$ cat src/rtl/perm_key_controller.sv
// perm_key_controller: validates a shadow 8x3-bit permutation, drains the pipe, then atomically swaps
// the active key and its inverse. Rev 1.0
`default_nettype none

module perm_key_controller #(
  parameter int PIPE_DEPTH = 1
) (
  input  logic        clk,
  input  logic        rst,
  input  logic        cfg_wr,
  input  logic [2:0]  cfg_idx,
  input  logic [2:0]  cfg_val,
  input  logic        cfg_commit,
  output logic        cfg_ready,
  output logic        commit_done,
  output logic        commit_err,
  output logic        key_loaded,
  input  logic        in_valid,
  output logic        in_ready,
  output logic        pipe_en,
  output logic [23:0] act_perm,
  output logic [23:0] inv_perm
);

  localparam logic [23:0] C_IDENT = 24'hFAC688;
  localparam logic [3:0]  C_DEPTH = 4'(PIPE_DEPTH);

  typedef enum logic [1:0] {
    S_IDLE  = 2'd0,
    S_CHECK = 2'd1,
    S_DRAIN = 2'd2,
    S_SWAP  = 2'd3
  } state_t;

  state_t      r_state, w_next;
  logic [2:0]  r_shadow [8];
  logic [2:0]  r_k;
  logic [7:0]  r_seen;
  logic [3:0]  r_cnt;
  logic [23:0] r_act, r_inv;
  logic        r_done, r_err, r_loaded;
  logic [23:0] w_shadow_flat, w_inv;
  logic [2:0]  w_cur;
  logic        w_dup;

  assign w_cur = r_shadow[r_k];
  assign w_dup = r_seen[w_cur];

  // Inverse is only ever latched after the bijection check succeeds, so no collisions here.
  always_comb begin
    w_shadow_flat = '0;
    w_inv         = '0;
    for (int i = 0; i < 8; i++) begin
      w_shadow_flat[3*i +: 3]             = r_shadow[i];
      w_inv[3*int'(r_shadow[i]) +: 3]     = 3'(i);
    end
  end

  always_comb begin
    w_next = r_state;
    unique case (r_state)
      S_IDLE:  if (cfg_commit) w_next = S_CHECK;
      S_CHECK: begin
        if (w_dup)            w_next = S_IDLE;
        else if (r_k == 3'd7) w_next = S_DRAIN;
      end
      S_DRAIN: if (r_cnt == 4'd1) w_next = S_SWAP;
      S_SWAP:  w_next = S_IDLE;
      default: w_next = S_IDLE;
    endcase
  end

  always_ff @(posedge clk) begin
    if (rst) r_state <= S_IDLE;
    else     r_state <= w_next;
  end

  always_ff @(posedge clk) begin
    if (rst) begin
      for (int i = 0; i < 8; i++) r_shadow[i] <= C_IDENT[3*i +: 3];
      r_k      <= '0;
      r_seen   <= '0;
      r_cnt    <= '0;
      r_act    <= C_IDENT;
      r_inv    <= C_IDENT;
      r_done   <= 1'b0;
      r_err    <= 1'b0;
      r_loaded <= 1'b0;
    end else begin
      r_done <= (r_state == S_SWAP);
      r_err  <= (r_state == S_CHECK) && w_dup;
      if ((r_state == S_IDLE) && cfg_wr) r_shadow[cfg_idx] <= cfg_val;
      unique case (r_state)
        S_IDLE: begin
          r_k    <= '0;
          r_seen <= '0;
        end
        S_CHECK: begin
          r_k    <= r_k + 3'd1;
          r_seen <= r_seen | (8'd1 << w_cur);
          if ((r_k == 3'd7) && !w_dup) r_cnt <= C_DEPTH;
        end
        S_DRAIN: r_cnt <= r_cnt - 4'd1;
        S_SWAP: begin
          r_act    <= w_shadow_flat;
          r_inv    <= w_inv;
          r_loaded <= 1'b1;
        end
        default: ;
      endcase
    end
  end

  assign cfg_ready   = (r_state == S_IDLE);
  assign in_ready    = (r_state == S_IDLE) || (r_state == S_CHECK);
  assign pipe_en     = in_valid & in_ready;
  assign commit_done = r_done;
  assign commit_err  = r_err;
  assign key_loaded  = r_loaded;
  assign act_perm    = r_act;
  assign inv_perm    = r_inv;

endmodule

`default_nettype wire

$ cat config.mk
export PLATFORM = sky130hd
export DESIGN_NAME = perm_key_controller
export DESIGN_NICKNAME = d
export VERILOG_FILES = /design/src/rtl/perm_key_controller.sv
export SDC_FILE = /design/constraint.sdc
export NUM_CORES = 1
export LEC_CHECK = 0
export ABC_AREA = 1
export CAP_MARGIN = 5
export CORE_ASPECT_RATIO = 0.8
export CORE_MARGIN = 3
export CORE_UTILIZATION = 30
export CTS_BUF_LIST = sky130_fd_sc_hd__clkbuf_16
export CTS_CLUSTER_DIAMETER = 60
export DETAILED_ROUTE_END_ITERATION = 7
export GPL_TIMING_DRIVEN = 1
export HOLD_SLACK_MARGIN = 0.03
export SLEW_MARGIN = 15
export SYNTH_ARGS = -nofsm -noshare
export SYNTH_HDL_FRONTEND = slang
export SYNTH_SLANG_ARGS = --single-unit
$ cat constraint.sdc
create_clock -name clk -period 2.4 [get_ports clk]
set_clock_uncertainty 0.1 [all_clocks]
set_input_delay 0.36 -clock clk [delete_from_list [all_inputs] [get_ports clk]]
set_output_delay 0.36 -clock clk [all_outputs]
set_load 0.03 [all_outputs]
==> flow_summary.json <==
{
  "synth_flop_cell": "dfxtp_1",
  "syn_inst": 640,
  "hp-class": "flop to flop",
  "power_density_nw_per_um2": 589,
  "fp.dieH_um": 120,
  "clock_tree.root_cell": "clkbuf_16",
  "maxSlewHeadroom_pct": 63.2,
  "vias": 4311,
  "grt_pass1_wl_mm": 20.9,
  "h-tree-depth": 3,
  "wire_per_inst_um": 14.1,
  "cts_tree": "yes",
  "ctsLongestPathBuffers": 2,
  "clkTransAtPathRegs_ns": 0.07,
  "required_ns": 2.54,
  "finalMaxSlewViolations": 0,
  "antenna_found_initial": 0,
  "synth_enable_flop_cells": 24,
  "critPathLaunchType": "flop",
  "viasPerCell": 4.67,
  "grt_overflow": 0,
  "wl_mm": 13.1,
  "timing.final.ws_setup_ns": 0.281,
  "dieWidth_um": 148,
  "finalCriticalPeriod_ns": 2.12,
  "worst-r2r-setup-slack_ns": 0.28,
  "drive_gt1_share_pct": 7.56,
  "grt_pass1_vias": 3948,
  "synth.avg_cell_area_um2": 7.59,
  "ir_drop_v": 0.000301,
  "max_cap_viol_count": 0,
  "post_cts_buffers": 0,
  "clock_latency_ns": 0.35,
  "grtUsageTotal_pct": 14.9,
  "rsz0062_at_grt": "no",
  "netlist_area_um2": 4860,
  "setup_viol": 0,
  "pin_count": 65,
  "hpwl_mm": 10.3,
  "worstSetupEndpoint": "r_cnt[1]",
  "async_reset_ff_share_pct": 0,
  "power.leakage_uw": 0.00263,
  "yosysWarnings": 0,
  "synth_fp_nets": 677,
  "yosys-top-cells-area": "dfxtp_1 29%, edfxtp_1 15%, nand2_1 13%",
  "initial_core_util_pct": 31.5,
  "gp_congestion": 0.920,
  "ys_ff_latch": 95,
  "finalHoldViolCount": 0,
  "power.total_uw": 3590,
  "die_area_um2": 17800,
  "fp-row-count": 40,
  "drtIter0Drc": 323,
  "path_max_fanout": 14,
  "grt_max_degree": 35,
  "syn2layout_area_growth_pct": 25.4,
  "post-route-period-util_pct": 88.3,
  "cts_sinks": 95,
  "place_ws_ns": 0.268,
  "drc": 0,
  "fin_util_pct": 39.5,
  "nets": 746,
  "r2r_cells": 11,
  "cp.arrival_ns": 2.26,
  "synth_top_cell_by_area": "dfxtp_1",
  "r2r_end": "r_cnt[1]",
  "critPathCaptureType": "flop",
  "ant_nets": 0,
  "ys_types": 41,
  "dr.pass1.iters": 5,
  "synth_seq_area_share_pct": 44.1,
  "final.setup.tns_ns": 0,
  "synth_top_area_share_pct": 29.2,
  "port_buffers": 64,
  "core_um2": 15400,
  "antenna_cells": 0,
  "critPathKind": "flop to flop",
  "min_from": "r_seen[7]",
  "max_freq_ghz": 0.472,
  "cts_buffers": 9,
  "tightestPinTransition_ns": 0.551,
  "status": "completed"
}
[sequential cells by signal, indices dropped and copies added, names as in the netlist, named ones only]
signal and cells:
commit_err 1, key_loaded 1, commit_done 1, r_k 3, inv_perm 24, r_cnt 4
act_perm 24, r_seen 8, r_state 1, r_shadow 24
[kinds of logic after synthesis]
logic type | after synthesis | share of synthesized area, %
simple gates | 294 | 25.4
compound gates | 127 | 15.0
flops | 95 | 44.1
buf+inv | 92 | 7.72
fa+ha+maj | 26 | 6.69
xor+xnor | 6 | 1.08
[cell type report]
| class | count | area [µm²] |
|---|---|---|
| fill | 1645 | 9320 |
| multi-input combinational | 453 | 2350 |
| sequential | 95 | 2140 |
| timing repair buffer | 78 | 748 |
| inverter | 72 | 275 |
| tap | 210 | 263 |
| clock buffer | 9 | 225 |
| clock inverter | 7 | 87.6 |
[cells in the final DEF (no fill, tap or decap), drive strengths merged]
| cell | count |
|---|---|
| nand3b | 4 |
| clkbuf | 9 |
| nor4 | 3 |
| or2 | 4 |
| inv | 74 |
| buf | 14 |
| clkinv | 3 |
| nand2 | 175 |
| xor2 | 1 |
| xnor2 | 5 |
| o221a | 1 |
| nor3 | 2 |
| o211a | 1 |
| a32oi | 1 |
| nand3 | 31 |
| o22ai | 3 |
| clkdlybuf4s50 | 63 |
| nand4 | 4 |
| a211oi | 1 |
| o21ai | 50 |
| a21oi | 50 |
| bufinv | 2 |
| edfxtp | 24 |
| o31ai | 2 |
| o211ai | 14 |
| dfxtp | 71 |
| ha | 26 |
| dlymetal6s2s | 1 |
| nor2 | 71 |
| a31oi | 4 |
[power by group]
part / switching [µW] / leakage, µW / internal (µW)
Clock: 617 / 0.000161 / 907
Combinational: 243 / 0.00168 / 124
Sequential: 32.9 / 0.000782 / 1670
[worst min-delay path by stage]
stage	endpoint	depth (start not counted)	slack [ns]
6_report	r_seen[7]	2	0.36
4_1_cts	r_seen[1]	2	0.36
3_5_place_dp	r_seen[5]	2	0.35
2_1_floorplan	r_seen[3]	2	0.33
3_3_place_gp	r_seen[5]	2	0.34
5_1_grt	r_seen[2]	2	0.38
[metrics by stage]
stage	instances	hold slack [ns]	area [µm²]
floorplan	640	0.332	4860
global placement	908	0.344	5770
detailed placement	908	0.347	5770
CTS	924	0.361	6080
global route	924	0.382	6090
finish	924	0.356	6090
[synthesized netlist by cell type (all sizes together), types with 5 or more instances]
library cell  instances
o211ai               14
ha                   26
nand3                31
nand2               175
inv                  72
edfxtp               24
a21oi                50
nor2                 71
buf                   9
xnor2                 5
o21ai                50
dfxtp                71
clkbuf               11
[worst max-delay path: stages (launching register included)]
cell and delay [ns]:
dfxtp_1 0.67, inv_4 0.10, nand2_1 0.09, nand3_1 0.09, nand3_2 0.15, nand2_2 0.12, o21ai_0 0.19, nand2_1 0.10
nand3_2 0.11, nand4_4 0.13, nand3_1 0.11, a21oi_1 0.06
[routing by layer]
layer | up-vias | global-route usage [%] | wire, µm
met4 | 0 | 3.69 | 112
met5 | - | 0 | 0
met1 | 1937 | 21.8 | 6690
met2 | 126 | 20.9 | 5270
met3 | 11 | 5.06 | 981
li1 | 2237 | - | -
[timing repair]
| action | CTS | global route |
|---|---|---|
| setup endpoints to repair | 0 | 3 |
| endpoints found under the hold margin | 0 | 0 |
| hold buffers | 0 | 0 |
| resized for setup | 0 | 3 |
Note: power is estimated with default switching activity, not from simulation.
